===== src/rtl/mem_port_arbiter.sv =====
`default_nettype none
// ============================================================================
//  Module   : mem_port_arbiter
//  Purpose  : Shares one memory port between instruction fetch and the data
//             load/store path. Data has priority, a starvation counter
//             guarantees fetch progress, and a flush drops an in-flight
//             fetch response.
//  Revision : 1.0 - initial release
// ============================================================================
module mem_port_arbiter #(
    parameter int XLEN         = 32,
    parameter int STARVE_LIMIT = 4
) (
    input  logic            clk_i,
    input  logic            rst_ni,
    input  logic            flush_req_i,
    // instruction fetch requester
    input  logic            if_req_i,
    input  logic [XLEN-1:0] if_addr_i,
    output logic            if_gnt_o,
    output logic            if_rvalid_o,
    output logic [XLEN-1:0] if_rdata_o,
    // data requester
    input  logic            d_req_i,
    input  logic            d_we_i,
    input  logic [XLEN-1:0] d_addr_i,
    input  logic [3:0]      d_wmask_i,
    input  logic [XLEN-1:0] d_wdata_i,
    output logic            d_gnt_o,
    output logic            d_rvalid_o,
    output logic [XLEN-1:0] d_rdata_o,
    // memory port
    output logic            mem_req_o,
    output logic            mem_we_o,
    output logic [XLEN-1:0] mem_addr_o,
    output logic [XLEN-1:0] mem_wdata_o,
    output logic [3:0]      mem_wmask_o,
    input  logic            mem_gnt_i,
    input  logic            mem_rvalid_i,
    input  logic [XLEN-1:0] mem_rdata_i,
    output logic            busy_o
);

    localparam int CNT_W = $clog2(STARVE_LIMIT + 1);
    localparam logic [CNT_W-1:0] c_starve_max = CNT_W'(STARVE_LIMIT);
    localparam logic [CNT_W-1:0] c_cnt_one    = CNT_W'(1);
    localparam logic c_own_if = 1'b0;
    localparam logic c_own_d  = 1'b1;

    typedef enum logic [1:0] {
        S_IDLE = 2'd0,
        S_REQ  = 2'd1,
        S_RESP = 2'd2
    } state_e;

    state_e            state_q, state_d;
    logic              owner_q, owner_d;
    logic              we_q, we_d;
    logic [XLEN-1:0]   addr_q, addr_d;
    logic [XLEN-1:0]   wdata_q, wdata_d;
    logic [3:0]        wmask_q, wmask_d;
    logic [CNT_W-1:0]  starve_q, starve_d;
    logic              drop_q, drop_d;

    logic              resp_fire;
    logic              arb_pt;
    logic              if_eff;
    logic              pick_if;
    logic              pick_d;

    // Arbitration decode: flush hides a fetch request for the cycle it is seen
    always_comb begin
        resp_fire = (state_q == S_RESP) && mem_rvalid_i;
        arb_pt    = (state_q == S_IDLE) || resp_fire;
        if_eff    = if_req_i && !flush_req_i;
        pick_if   = if_eff && (!d_req_i || (starve_q == c_starve_max));
        pick_d    = d_req_i && !pick_if;
    end

    // Next-state, request capture, starvation count and drop flag
    always_comb begin
        state_d  = state_q;
        owner_d  = owner_q;
        we_d     = we_q;
        addr_d   = addr_q;
        wdata_d  = wdata_q;
        wmask_d  = wmask_q;
        starve_d = starve_q;
        drop_d   = drop_q;

        if ((state_q == S_REQ) && mem_gnt_i) begin
            state_d = S_RESP;
        end

        if (arb_pt) begin
            if (pick_if) begin
                state_d  = S_REQ;
                owner_d  = c_own_if;
                we_d     = 1'b0;
                addr_d   = if_addr_i;
                wdata_d  = '0;
                wmask_d  = '0;
                starve_d = '0;
            end else if (pick_d) begin
                state_d = S_REQ;
                owner_d = c_own_d;
                we_d    = d_we_i;
                addr_d  = d_addr_i;
                wdata_d = d_wdata_i;
                wmask_d = d_wmask_i;
                if (!if_eff) begin
                    starve_d = '0;
                end else if (starve_q != c_starve_max) begin
                    starve_d = starve_q + c_cnt_one;
                end
            end else begin
                // nobody requesting, so fetch is not waiting either
                state_d  = S_IDLE;
                starve_d = '0;
            end
        end

        // A flush while a fetch is outstanding marks its response for discard;
        // the flag belongs to that transaction only and clears on its response.
        if ((state_q != S_IDLE) && (owner_q == c_own_if) && flush_req_i) begin
            drop_d = 1'b1;
        end
        if (resp_fire) begin
            drop_d = 1'b0;
        end
    end

    // State and request registers
    always_ff @(posedge clk_i or negedge rst_ni) begin
        if (!rst_ni) begin
            state_q  <= S_IDLE;
            owner_q  <= c_own_if;
            we_q     <= 1'b0;
            addr_q   <= '0;
            wdata_q  <= '0;
            wmask_q  <= '0;
            starve_q <= '0;
            drop_q   <= 1'b0;
        end else begin
            state_q  <= state_d;
            owner_q  <= owner_d;
            we_q     <= we_d;
            addr_q   <= addr_d;
            wdata_q  <= wdata_d;
            wmask_q  <= wmask_d;
            starve_q <= starve_d;
            drop_q   <= drop_d;
        end
    end

    // Bus drive, grant and response steering
    always_comb begin
        mem_req_o   = (state_q == S_REQ);
        mem_we_o    = we_q;
        mem_addr_o  = addr_q;
        mem_wdata_o = wdata_q;
        mem_wmask_o = wmask_q;
        busy_o      = (state_q != S_IDLE);

        if_gnt_o    = mem_req_o && mem_gnt_i && (owner_q == c_own_if);
        d_gnt_o     = mem_req_o && mem_gnt_i && (owner_q == c_own_d);

        // a fetch response coinciding with a flush is discarded as well
        if_rvalid_o = resp_fire && (owner_q == c_own_if) && !drop_q && !flush_req_i;
        d_rvalid_o  = resp_fire && (owner_q == c_own_d);
        if_rdata_o  = mem_rdata_i;
        d_rdata_o   = mem_rdata_i;
    end

`ifndef SYNTHESIS
    // Memory may only respond while a transaction is outstanding
    a_rvalid_in_resp : assert property (@(posedge clk_i) disable iff (!rst_ni)
        !(mem_rvalid_i && (state_q != S_RESP)));
`endif

endmodule
`default_nettype wire


===== config.mk =====
export PLATFORM = sky130hd
export DESIGN_NAME = mem_port_arbiter
export DESIGN_NICKNAME = d
export VERILOG_FILES = /design/src/rtl/mem_port_arbiter.sv
export SDC_FILE = /design/constraint.sdc
export NUM_CORES = 1
export LEC_CHECK = 0
export BUFFER_PORTS_ARGS = -buffer_cell sky130_fd_sc_hd__buf_2
export CAP_MARGIN = 20
export CELL_PAD_IN_SITES_DETAIL_PLACEMENT = 1
export CELL_PAD_IN_SITES_GLOBAL_PLACEMENT = 1
export CORE_UTILIZATION = 25
export DETAILED_ROUTE_END_ITERATION = 16
export GPL_TIMING_DRIVEN = 0
export PLACE_DENSITY = 0.77
export SLEW_MARGIN = 30
export SYNTH_ARGS = -nofsm -noshare
export SYNTH_HDL_FRONTEND = slang
export SYNTH_SLANG_ARGS = --single-unit
export TNS_END_PERCENT = 10

===== constraint.sdc =====
create_clock -name clk_i -period 1.5 [get_ports clk_i]
set_clock_uncertainty 0.15 [all_clocks]
set_input_delay 0.15 -clock clk_i [delete_from_list [all_inputs] [get_ports clk_i]]
set_output_delay 0.15 -clock clk_i [all_outputs]
set_load 0.01 [all_outputs]

==> results, run 1 <==
- The pin count of the biggest net entering global routing is 45.
- The total of buffers placed on input and output ports is approximately 250.
- The initial utilization of the core area, before any placement, comes to a little over a quarter.
- The max-capacitance violation count is 0.
- The final cell area excluding filler cells is around 0.007 mm².
- The pre-antenna-repair detailed-routing pass consisted of 4 iterations.
- CTS saw 76 sinks.
- The worst hold-check path type is input port to register.
- After layout, the worst path uses 115.8% of the clock period.
- The flow ran to the end, but the final reports show violations.
- The wire length of the first global-routing pass is 24910 µm.
- When the netlist entered floorplanning its net count stood at just over 500.
- The post-synthesis instance area is ~0.0037 mm².
- In the final layout, the share of cells above drive strength 1 is a little under three fifths.
- In this run the number of H-tree levels came out at 3.
- TritonCTS created 9 clock buffers.
- The kind of cell adding the most delay to the critical path is buffers and inverters.
- The number of distinct library cells after synthesis is 29.
- The total number of vias is 4300.
- The count of routing violations after the opening detailed-route iteration is about 110.
- The y dimension of the die is about 120 µm.
- The relative slew slack is about 70%.
- The total half-perimeter wirelength after legalization and detailed placement is 9496 µm.
- 279 I/O pins were placed.
- The clock tree buffer depth is 2.
- From synthesis to final layout, the design area changed by 92.57%.
- Global routing consumed, over all layers together, between 20% and 30% of the routing resources.
- The checks that failed: setup timing.
- The worst IR drop on VDD is 0.8034 mV.
- The final critical path time including I/O delays and setup is between 1.5 and 2 ns.
- The worst-path cell with the longest stage delay is sky130_fd_sc_hd__dfrtp_1.
- Row generation in the floorplan step produced 43 rows.
- During synthesis, Yosys emitted a total of 0 warnings.
- The synthesized area per cell is roughly 10 µm².
- The setup-violating endpoint count in the final report is 75.
- The die is 122.9 µm wide.
- At the end of the flow, the number of nets in the layout was 882.
- Summed over all layers, the routed wires come to 17520 µm.
- The filler cell count in the final layout is around 1600.
- STA classifies the critical path startpoint as a register.
- The critical path capture point type is a register.
- Setup repair after global routing could not meet its margin everywhere.
- The tree is rooted in a sky130_fd_sc_hd__clkbuf_16.
- At the end of routability-driven placement, the weighted congestion stood at 0.7375.
- Dividing total power by cell area gives a power density of 1602 mW/mm².
- Along the worst path, the maximum fanout reaches 10.
- After detailed placement, the total cell area comes to between 0.005 and 0.006 mm².
- The clock-pin slew of the registers on the worst-case setup and hold paths is 0.06 ns.
- The initial antenna violation count is 0.
- The core region is between 0.01 and 0.015 mm².
- By instance count, the cell type seen most on the critical path is sky130_fd_sc_hd__buf_8.
- The cell count after synthesis came out at roughly 370.
- For this run, the top clock speed supported by timing is about 0.58 GHz.
- The register bit count reported by yosys is 76.
- TritonCTS built the clock tree.
- The highest cell delay on the worst timing path is around 0.39 ns.
- The detailed-route DRC error count is 0.
- The source-to-sink clock delay at the later pin of the worst-skew pair is approximately 0.33 ns.
- Setup slack on the critical path of the routed design comes to -0.2366 ns.
- In the final routed layout, each cell accounts on average for ~19 µm.
- The number of pins with negative max-slew slack in the final report is 0.
- Walking the worst path, the cells encountered are inv_2 > ha_4 > a21boi_4 > nor2b_2 > buf_6 > nor2_4 > buf_8 > buf_8 > a22o_1.
- The portion of the post-synthesis area used by sequential elements is approximately 52%.
- In this run the remaining antenna-violating nets after routing total 0.
- The data required time at the worst endpoint is roughly 1.6 ns.
- The number of global-route vias before repair is ~4700.
- The leakage power total is 3.579 nW.
- The total power draw is about 11 mW.
- The number of hold violations in the final report is 0.
- After detailed routing, the number of vias per cell comes to 4.644.
- By startpoint and endpoint, the worst setup path is classified as register to register.
- At the pin with the least slew margin, the transition time is between 0.4 and 0.5 ns.
- On the final layout, the worst hold slack is between 0.002 and 0.0025 ns.
- The buffers plus inverters on the worst setup path is 4.
- At the worst endpoint, the arrival time is 1.80 ns.
- The die covers approximately 0.015 mm².
- After global routing the overflow that remains totals 0.
[kinds of logic (layout without fill, tap and decap cells)]
family	after synthesis	after routing	share of synthesized area [%]
AOI/OAI and AO/OA	111	112	20.04
and+or+nand+nor	88	88	10.41
buffers and inverters	88	467	16.79
DFF	76	76	52.07
adders and majority gates	2	2	0.6851
other	0	1	0
[sequential cells by signal (all words and copies together), names as in the netlist]
| name | cells |
|---|---|
| mem_addr_o | 32 |
| mem_wdata_o | 32 |
| mem_we_o | 1 |
| starve_q | 3 |
| owner_q | 1 |
| mem_wmask_o | 4 |
| drop_q | 1 |
| state_q | 2 |
[worst min-delay path, cell delays in order]
cell and delay [ns]:
sky130_fd_sc_hd__buf_2 0.10, sky130_fd_sc_hd__a21oi_2 0.06, sky130_fd_sc_hd__a21oi_1 0.14
[what timing repair did]
action                                  in CTS  in global routing
gates resized for setup                     58                 42
setup buffers                               10                  3
endpoints found under the hold margin      103                  0
hold buffers                               102                  0
pin swaps                                   17                 17
endpoints found under the setup margin      79                 79
gates cloned                                 1                  1
[path summary, 6_finish.rpt]
check | slack [ns] | from | end | cells past startpoint
min in group asynchronous | 0.17 | rst_ni | mem_wdata_o[19] | 2
setup / recovery | -0.24 | starve_q[1] | mem_wdata_o[19] | 9
hold reg to reg | 0.35 | mem_wdata_o[13] | mem_wdata_o[13] | 1
setup reg to reg | -0.24 | starve_q[1] | mem_wdata_o[19] | 9
max in group asynchronous | 0.45 | rst_ni | mem_addr_o[14] | 3
hold / removal | 0.002 | if_addr_i[5] | mem_addr_o[5] | 3
[layout by cell type, fill, tap and decap left out, types with 2 or more instances in the layout]
cell and instances:
sky130_fd_sc_hd__buf_2 245, sky130_fd_sc_hd__dlygate4sd3_1 102, sky130_fd_sc_hd__buf_4 78, sky130_fd_sc_hd__dfrtp_1 75
sky130_fd_sc_hd__nand2_1 37, sky130_fd_sc_hd__a22o_1 37, sky130_fd_sc_hd__nor2_1 35, sky130_fd_sc_hd__a21oi_2 32
sky130_fd_sc_hd__a21oi_1 27, sky130_fd_sc_hd__clkbuf_16 10, sky130_fd_sc_hd__buf_6 8, sky130_fd_sc_hd__a21oi_4 5
sky130_fd_sc_hd__clkbuf_4 4, sky130_fd_sc_hd__inv_2 3, sky130_fd_sc_hd__nor2b_4 3, sky130_fd_sc_hd__clkbuf_2 3
sky130_fd_sc_hd__buf_8 3, sky130_fd_sc_hd__buf_12 3, sky130_fd_sc_hd__bufinv_16 3, sky130_fd_sc_hd__nor2_4 2
sky130_fd_sc_hd__nand2b_4 2, sky130_fd_sc_hd__o211ai_4 2, sky130_fd_sc_hd__o21ai_0 2, sky130_fd_sc_hd__a21o_1 2
sky130_fd_sc_hd__clkbuf_8 2
[final cells by class]
class                           count  area (µm²)  area share, %
Tap cell                          180       225.2          3.202
Clock buffer                       12       256.5          3.647
Timing Repair Buffer              363        2440          34.69
Antenna cell                        1       2.502        0.03558
Buffer                             85       685.7          9.749
Sequential cell                    76        1903          27.06
Multi-Input combinational cell    202        1414          20.10
Clock inverter                      4       95.09          1.352
Inverter                            3       11.26         0.1601
[cell usage after synthesis (all sizes together)]
cell type,number,area [µm²]
buf,79,579.3
dfrtp,76,1902
a21oi,64,320.3
nand2,38,142.6
a22o,37,324.1
nor2,37,146.4
clkbuf,6,22.52
nor2b,4,35.03
inv,3,11.26
nand2b,3,18.77
o21ai,3,15.01
a21o,2,15.01
and3,2,12.51
ha,2,25.02
a21boi,1,11.26
nand3,1,5.000
nor3b,1,7.510
nor4,1,6.260
o211a,1,10.01
o211ai,1,21.27
o22ai,1,6.260
o2bb2ai,1,8.760
or2,1,6.260
[metal layers]
metal / vias to the layer above / global-route usage (%) / part of all wire [%]
met2: 237 / 40.24 / 52
met5: - / 0 / 0
li1: 1938 / - / -
met4: 0 / 10.44 / 2.8
met1: 2083 / 23.49 / 37
met3: 42 / 5.994 / 8.5
[per-stage QoR]
step / TNS, ns / util [%] / setup WS [ns] / std cells
after detailed placement: -22.43 / 36.59 / -0.4352 / 792
after CTS: -12.88 / 48.45 / -0.2446 / 921
final: -12.47 / 50.08 / -0.2366 / 926
after global routing: -18.71 / 50.07 / -0.3236 / 925
after global placement: -50.68 / 36.38 / -0.4328 / 791
after floorplan: -4.679 / - / -0.1014 / 365
[where the power goes]
| part | switching (mW) | internal [mW] | leakage (nW) |
|---|---|---|---|
| Combinational | 2.63 | 2.41 | 2.50 |
| Sequential | 0.664 | 3.01 | 0.904 |
| Clock | 0.837 | 1.71 | 0.173 |
Note: power is estimated with default switching activity, not from simulation.
==> inputs of run 2 (changes only) <==
--- a/config.mk
+++ b/config.mk
@@ -5,14 +5,15 @@
 export SDC_FILE = /design/constraint.sdc
 export NUM_CORES = 1
 export LEC_CHECK = 0
+export ABC_AREA = 1
 export BUFFER_PORTS_ARGS = -buffer_cell sky130_fd_sc_hd__buf_2
 export CAP_MARGIN = 20
 export CELL_PAD_IN_SITES_DETAIL_PLACEMENT = 1
 export CELL_PAD_IN_SITES_GLOBAL_PLACEMENT = 1
-export CORE_UTILIZATION = 25
+export CORE_UTILIZATION = 26
 export DETAILED_ROUTE_END_ITERATION = 16
 export GPL_TIMING_DRIVEN = 0
-export PLACE_DENSITY = 0.77
+export PLACE_DENSITY = 0.79
 export SLEW_MARGIN = 30
 export SYNTH_ARGS = -nofsm -noshare
 export SYNTH_HDL_FRONTEND = slang
==> results, run 2 <==
- The fraction of power consumed by combinational cells came to 46.1% (+1.4 points).
- The xor/xnor share of the synthesized area is 0% (unchanged).
- The peak clock frequency supported by timing came to 0.6085 GHz (+5.7%).
- The remaining global-route overflow is 0 (unchanged).
- TritonCTS built the clock tree.
- The number of distinct library cells after synthesis was 22 (-24%).
- The total number of vias was 5015 (+17%).
- The data arrival time at the worst-slack endpoint came to 1.75 ns (-0.05 ns).
- The final worst hold slack is 0.001269 ns (-0.001040 ns).
- The adder-cell share of the synthesized area is 0.5928% (-0.092 points).
- The combined global-route utilization of all metal layers was 21.88% (-0.23 points).
- The clock tree buffer depth is 2 (unchanged).
- The register bit count reported by yosys was 76 (unchanged).
- The synthesized design spends more area on one cell type than any other, namely sky130_fd_sc_hd__dfrtp_1.
- The post-synthesis instance area is 0.004222 mm² (+16%).
- Leaving out fill and tap cells, the most frequent cell in the layout is sky130_fd_sc_hd__buf_2.
- The area growth from synthesis to layout is 81.30%.
- The level count of the clock H-tree is 3 (unchanged).
- The buffers plus inverters on the worst setup path is 3 (-1).
- The non-filler instance count after layout is 1142 (+23%).
- The count of routing violations after the opening detailed-route iteration is 129 (+15%).
- The startpoint identified for the worst register-to-register timing path is starve_q[0].
- The area fraction in compound gates after synthesis was 5.098% (-15 points).
- The setup-violating endpoint count in the final report is 49 (-35%).
- The fraction of synthesized cell area taken by the top area cell type came to 45.05% (-7.0 points).
- The initial antenna violation count is 1 (+1).
- The number of pins with negative max-slew slack in the final report was 0 (unchanged).
- The worst IR drop on VDD is 0.5414 mV (-33%).
- The average via count per standard cell came to 4.391 (-5.4%).
- The portion of the post-synthesis area used by sequential elements is 45.05% (-7.0 points).
- The total negative setup slack is -3.293 ns (+9.174 ns).
- Clock tree synthesis selected as its root buffer the cell sky130_fd_sc_hd__clkbuf_16.
- The final worst setup slack is -0.1435 ns (+0.09313 ns).
- The final critical path time including I/O delays and setup came to 1.643 ns (-0.09313 ns).
- The critical path in this run is classified as register to register.
- The power per unit of standard cell area was 1420 mW/mm² (-11%).
- The global placement routability congestion is 0.6995 (-5.2%).
- After synthesis, the cell types taking the most area are sky130_fd_sc_hd__dfrtp_1, sky130_fd_sc_hd__nand2_1, sky130_fd_sc_hd__buf_4.
- The max-capacitance violation count is 0 (unchanged).
- The leakage power total is 4.306 nW (+20%).
- The critical path goes through inv_2 > ha_4 > nand2_4 > nand2_8 > buf_12 > nand2_8 > buf_6 > nand2_4 > o21ai_4.
- The wire length of the first global-routing pass is 27680 µm (+11%).
- The highest net fanout along the worst path is 5 (-5).
- The horizontal die dimension is 129.4 µm (+5.3%).
- The y dimension of the die is 129.4 µm (+5.3%).
- The total number of nets in the final design came to 1062 (+20%).
- The actual slew at the worst max-slew pin is 0.4632 ns (-0.002174 ns).
- The total half-perimeter wirelength after legalization and detailed placement is 10920 µm (+15%).
- The total of buffers placed on input and output ports is 246 (unchanged).
- The run finished, with violations left.
- The count of nets left with antenna violations after detail routing was 0 (unchanged).
- The share of flip-flops with an asynchronous set or reset is 100.0% (unchanged).
- STA classifies the critical path endpoint as a register.
- The checks that failed: setup timing.
- The number of synthesized flops with an enable pin is 0 (unchanged).
- The area enclosed by the die boundary is 0.01675 mm² (+11%).
- The CTS sink count came to 76 (unchanged).
- The commonest register cell after synthesis is sky130_fd_sc_hd__dfrtp_1.
- The CTS buffer count is 9 (unchanged).
- The simple-gate area share of the yosys netlist is 27.27% (+17 points).
- The worst-path cell with the longest stage delay is sky130_fd_sc_hd__dfrtp_1.
- Setup repair after global routing could not meet its margin everywhere.
- The cell count after placement came to 1013 (+28%).
- The number of instances in the synthesized netlist is 550 (+51%).
- The Yosys warning count is 0 (unchanged).
- The effective utilization at floorplan came to 26.58% (+0.57 points).
- The number of hold violations in the final report is 0 (unchanged).
- The number of standard-cell rows in the floorplan is 46 (+7.0%).
- The synthesized area per cell was 7.676 µm² (-23%).
- The worst hold path begins at d_addr_i[10].
- The highest cell delay on the worst timing path is 0.36 ns (-0.03 ns).
- The final cycle utilization of the critical path is 109.6% (-6.2 points).
- The number of nets produced by synthesis is 692 (+36%).
- The top cell types in the final layout, fill and taps aside, are sky130_fd_sc_hd__buf_2, sky130_fd_sc_hd__nand2_1, sky130_fd_sc_hd__dlygate4sd3_1.
- The switching power came to 4.348 mW (+5.2%).
- The detailed-route DRC error count is 0 (unchanged).
- The share of total power in sequential cells is 33.2% (+0.6 points).
- The relative slew slack is 69.12% (+0.14 points).
- The first-pass iteration count of the detailed router is 4 (unchanged).
- The fraction of layout instances using a drive strength above 1 is 49.08% (-7.2 points).
- The post-synthesis mux area share is 0% (unchanged).
- The first element of the critical path is starve_q[0].
- The core region area is 0.01589 mm² (+13%).
- The detail-routed net length per standard cell is 16.33 µm (-14%).
- The number of global-route vias before repair is 5236 (+10%).
- The pin count of the biggest net entering global routing came to 58 (+29%).
- The kind of cell with the highest combined delay along the critical path is flip-flops.
- The switching portion of total power was 40.00% (+3.3 points).
- The detailed-route wire length was 18650 µm (+6.4%).
- The source-to-sink clock delay at the later pin of the worst-skew pair was 0.33 ns (about the same).
- The part of the power in the clock network was 20.6% (-2.0 points).
- The clock-pin slew of the registers on the worst-case setup and hold paths is 0.06 ns (about the same).
- The startpoint class of the critical path is a register.
- The commonest cells after synthesis are sky130_fd_sc_hd__nand2_1, sky130_fd_sc_hd__dfrtp_1, sky130_fd_sc_hd__inv_1.
- The design internal power is 6.521 mW (-8.6%).
- The data required time at the worst endpoint came to 1.60 ns (+0.03 ns).
- The most used standard cell by instance count after synthesis is sky130_fd_sc_hd__nand2_1.
- The number of top-level pins is 279 (unchanged).
- By area, the combinational part of the netlist is dominated by simple AND/OR/NAND/NOR gates.
- The worst hold-check path type is input port to register.
run 2: cell types whose count changed after synthesis, moves of 37 or more:
cell | previous run | this run
sky130_fd_sc_hd__o21ai_0 | 3 | 43
sky130_fd_sc_hd__nand3_1 | 1 | 67
sky130_fd_sc_hd__a21oi_1 | 64 | 0
sky130_fd_sc_hd__a22o_1 | 37 | 0
sky130_fd_sc_hd__nand2_1 | 38 | 171
sky130_fd_sc_hd__inv_1 | 3 | 70
run 2: what timing repair did:
action,4_1_cts,5_1_grt
pin swaps,12,7
buffers inserted,7,2
hold buffers,95,0
gates cloned,7,1
endpoints found under the hold margin,148,0
gates resized for setup,90,64
endpoints found under the setup margin,73,74
run 2: worst paths after layout:
| path | slack [ns] | to | cells past startpoint |
|---|---|---|---|
| max in group asynchronous | 0.56 | mem_wdata_o[13] | 3 |
| setup / recovery | -0.14 | mem_wmask_o[3] | 9 |
| setup reg to reg | -0.14 | mem_wmask_o[3] | 9 |
| hold / removal | 0.001 | mem_addr_o[10] | 5 |
| min in group asynchronous | 0.08 | mem_wdata_o[29] | 2 |
| hold reg to reg | 0.33 | mem_addr_o[12] | 2 |
run 2: power by group through the flow:
| stage | Sequential [mW] | Combinational [mW] | Clock, mW |
|---|---|---|---|
| after floorplan | 3.95 | 1.91 | 0 |
| after global placement | 3.53 | 4.09 | 0 |
| after detailed placement | 3.55 | 4.23 | 0 |
| after CTS | 3.54 | 4.71 | 2.30 |
| after global routing | 3.72 | 5.50 | 2.38 |
| final | 3.61 | 5.01 | 2.24 |
run 2: tightest hold or removal path, stage by stage:
cell	delay, ns
sky130_fd_sc_hd__buf_2	0.08
sky130_fd_sc_hd__inv_1	0.04
sky130_fd_sc_hd__nand2_2	0.07
sky130_fd_sc_hd__nand3_2	0.07
sky130_fd_sc_hd__nand2_1	0.05
run 2: per-stage QoR:
| stage | area [µm²] | setup WS [ns] | power (mW) | util [%] |
|---|---|---|---|---|
| floorplan | 4222 | 0.004161 | 5.862 | - |
| global placement | 5723 | -0.5297 | 7.624 | 36.03 |
| detailed placement | 5757 | -0.5403 | 7.783 | 36.24 |
| CTS | 7453 | -0.1148 | 10.55 | 46.92 |
| global route | 7651 | -0.1952 | 11.61 | 48.16 |
| finish | 7654 | -0.1435 | 10.87 | 48.18 |
run 2: logic make-up after synthesis:
group           count (synthesis)
flops                          76
compound gates                 43
fa+ha+maj                       2
simple gates                  264
buf+inv                       165
run 2: routing by layer:
metal / up-vias / share of wire, % / wire length (µm) / global-route usage [%]
met4: 0 / 2.0 / 379 / 7.866
met3: 29 / 6.8 / 1275 / 5.161
met2: 199 / 52 / 9738 / 39.72
met1: 2424 / 39 / 7252 / 24.99
met5: - / 0 / 0 / 0
li1: 2363 / - / - / -
run 2: cell type report:
class / count / area, µm²
Antenna cell: 1 / 2.502
Buffer: 91 / 767.0
Clock buffer: 12 / 256.5
Clock inverter: 4 / 47.55
Fill cell: 1959 / 8232
Inverter: 74 / 280.3
Multi-Input combinational cell: 311 / 1700
Sequential cell: 76 / 1902
Tap cell: 216 / 270.3
Timing Repair Buffer: 357 / 2427
==> inputs of run 3 (changes only) <==
--- a/config.mk
+++ b/config.mk
@@ -12,8 +12,11 @@
 export CELL_PAD_IN_SITES_GLOBAL_PLACEMENT = 1
 export CORE_UTILIZATION = 26
 export DETAILED_ROUTE_END_ITERATION = 16
+export GPL_ROUTABILITY_DRIVEN = 0
 export GPL_TIMING_DRIVEN = 0
 export PLACE_DENSITY = 0.79
+export SETUP_SLACK_MARGIN = 0.02
+export SKIP_LAST_GASP = 1
 export SLEW_MARGIN = 30
 export SYNTH_ARGS = -nofsm -noshare
 export SYNTH_HDL_FRONTEND = slang
==> results, run 3 (synthesis gave the netlist of run 2 again) <==
- The worst register-to-register path begins at starve_q[0].
- The effective utilization at floorplan is 26.58% (unchanged).
- The number of top-level pins is 279 (unchanged).
- The worst hold path belongs to the class input port to register.
- The total of buffers placed on input and output ports came to 246 (unchanged).
- The clock root buffer is sky130_fd_sc_hd__clkbuf_16.
- The area of placed instances is 0.005758 mm² (about the same).
- The detailed-route DRC error count came to 0 (unchanged).
- The total number of nets in the final design is 1051 (-1.0%).
- The count of routing violations after the opening detailed-route iteration is 144 (+12%).
- The first-pass iteration count of the detailed router came to 4 (unchanged).
- The signal on the critical path passes through inv_2 > ha_4 > nand2_4 > nand2_8 > buf_12 > nand2_8 > clkbuf_16 > nand2_1 > o21ai_0.
- The most used routing layer is met2.
- The number of global-route vias before repair is 5266 (+0.57%).
- The number of hold violations in the final report came to 1 (+1).
- The horizontal die dimension came to 129.4 µm (unchanged).
- The top cell types in the final layout, fill and taps aside, are sky130_fd_sc_hd__buf_2, sky130_fd_sc_hd__nand2_1, sky130_fd_sc_hd__dlygate4sd3_1.
- The checks that failed: hold timing, setup timing.
- The final worst setup slack is -0.1492 ns (-0.005748 ns).
- The area enclosed by the die boundary is 0.01675 mm² (unchanged).
- The met1 capacity usage during global routing is 23.53% (-1.5 points).
- Counting stages on the worst path, the most repeated cell is sky130_fd_sc_hd__nand2_8.
- The fraction of layout instances using a drive strength above 1 is 45.29% (-3.8 points).
- The combined area of the multi-input logic cells is 0.001572 mm² (-7.6%).
- The final cell area excluding filler cells is 0.007363 mm² (-3.8%).
- The leakage power total is 4.229 nW (-1.8%).
- The number of pins with negative max-slew slack in the final report is 0 (unchanged).
- The worst IR drop on VDD came to 0.5232 mV (-3.4%).
- The y dimension of the die is 129.4 µm (unchanged).
- The worst-path cell with the longest stage delay is sky130_fd_sc_hd__dfrtp_1.
- The core region area is 0.01589 mm² (unchanged).
- The total number of vias is 4874 (-2.8%).
- The startpoint class of the critical path is a register.
- The level count of the clock H-tree is 3 (unchanged).
- The average via count per standard cell is 4.321 (-1.6%).
- The highest cell delay on the worst timing path came to 0.36 ns (about the same).
- The peak clock frequency supported by timing is 0.6063 GHz (-0.35%).
- The relative slew slack came to 73.56% (+4.4 points).
- The pin count of the biggest net entering global routing is 46 (-21%).
- The CTS buffer count is 9 (unchanged).
- The launch instance of the worst min-delay path is if_addr_i[12].
- The detail-routed net length per standard cell came to 15.54 µm (-4.8%).
- The filler cell count in the final layout came to 1966 (+0.36%).
- The final worst hold slack came to -0.006026 ns (-0.007294 ns).
- The detailed-route wire length is 17530 µm (-6.0%).
- The data required time at the worst endpoint came to 1.59 ns (about the same).
- The total negative setup slack is -3.414 ns (-0.1215 ns).
- The power per unit of standard cell area came to 1397 mW/mm² (-1.6%).
- The first element of the critical path is starve_q[0].
- The met3 usage in global routing came to 5.202% (+0.041 points).
- The final cycle utilization of the critical path is 109.9% (+0.38 points).
- The highest net fanout along the worst path is 5 (unchanged).
- The wire length of the first global-routing pass is 27120 µm (-2.0%).
- The number of standard-cell rows in the floorplan is 46 (unchanged).
- The fraction of met2 tracks used by global routing is 38.55% (-1.2 points).
- The CTS sink count came to 76 (unchanged).
- The total power draw was 10.28 mW (-5.4%).
- The data arrival time at the worst-slack endpoint is 1.74 ns (about the same).
- Leaving out fill and tap cells, the most frequent cell in the layout is sky130_fd_sc_hd__buf_2.
- The setup-violating endpoint count in the final report is 61 (+24%).
- The clock-pin slew of the registers on the worst-case setup and hold paths is 0.06 ns (about the same).
- The count of nets left with antenna violations after detail routing is 0 (unchanged).
- The remaining global-route overflow was 0 (unchanged).
- The critical path capture point type is a register.
- The final cell utilization of the core is 46.35% (-1.8 points).
- The actual slew at the worst max-slew pin is 0.3965 ns (-0.06664 ns).
- The source-to-sink clock delay at the later pin of the worst-skew pair is 0.33 ns (about the same).
- The antenna diode count is 0 (-1).
- The initial antenna violation count is 1 (unchanged).
- The combined global-route utilization of all metal layers came to 21.17% (-0.71 points).
- The layout overhead on the synthesized area is 74.42%.
- The flow ran to the end, but the final reports show violations.
- The critical path is of the register to register type.
- The final critical path time including I/O delays and setup is 1.649 ns (+0.005748 ns).
- The clock tree buffer depth is 2 (unchanged).
- The area used by sequential logic in the layout is 0.001902 mm² (unchanged).
- The total half-perimeter wirelength after legalization and detailed placement came to 10780 µm (-1.3%).
- The TritonCTS clock tree is built.
- The max-capacitance violation count is 0 (unchanged).
- Setup repair after global routing could not meet its margin everywhere.
## run 3: cell count changes in the layout (fill, tap and decap cells not counted), moves of 6 or more
cell	delta
sky130_fd_sc_hd__nand2_2	-26
sky130_fd_sc_hd__dlygate4sd3_1	-11
sky130_fd_sc_hd__o21ai_0	+28
sky130_fd_sc_hd__o21ai_2	-6
sky130_fd_sc_hd__nand3_1	+8
sky130_fd_sc_hd__o21ai_1	-21
sky130_fd_sc_hd__nand3_2	-8
sky130_fd_sc_hd__nand2_1	+22
## run 3: power by group
part	switching (mW)	internal (mW)
sequential	0.566	3.01
clock	0.837	1.14
combinational	2.71	2.02
total	4.11	6.17
## run 3: through the flow
stage                     cells  setup WS [ns]  hold WS, ns
after detailed placement   1013        -0.5350     -0.08773
after floorplan             550       0.006039      -0.2956
after global placement     1012        -0.5274       0.2523
after CTS                  1124       -0.09683     0.002907
final                      1128        -0.1492    -0.006026
after global routing       1128        -0.2331      0.03570
## run 3: cell type report
class,count,share of cell area (%)
Timing Repair Buffer,347,31.62
Sequential cell,76,25.83
Multi-Input combinational cell,310,21.34
Buffer,91,10.23
Inverter,74,3.806
Tap cell,216,3.670
Clock buffer,11,3.297
Clock inverter,3,0.2039
## run 3: routing by layer
metal	up-vias	wire length, µm
met4	0	395
met2	187	9149
li1	2333	-
met5	-	0
met3	32	1130
met1	2322	6858
## run 3: worst paths after layout
| kind | endpoint | slack (ns) | cells past startpoint |
|---|---|---|---|
| setup / recovery | mem_wdata_o[31] | -0.15 | 9 |
| hold / removal | mem_addr_o[12] | -0.006 | 5 |
| setup reg to reg | mem_wdata_o[31] | -0.15 | 9 |
| hold reg to reg | mem_addr_o[27] | 0.32 | 2 |
| max in group asynchronous | mem_addr_o[6] | 0.53 | 3 |
| min in group asynchronous | mem_wdata_o[3] | 0.12 | 2 |
## run 3: critical path, delay by kind of cell, from the launching register on
family,cells,cell delay (ns)
AO/OA/AOI/OAI,1,0.20
adder cells (fa/ha/maj),1,0.16
buffers and inverters,3,0.35
flip-flops,1,0.36
AND/OR/NAND/NOR,4,0.31
## run 3: what timing repair did
action	4_1_cts	5_1_grt
setup buffers	8	4
gates resized for setup	59	25
endpoints found under the setup margin	74	77
pin swaps	8	8
cloned	5	1
hold buffers	84	0
hold endpoints to repair	146	0
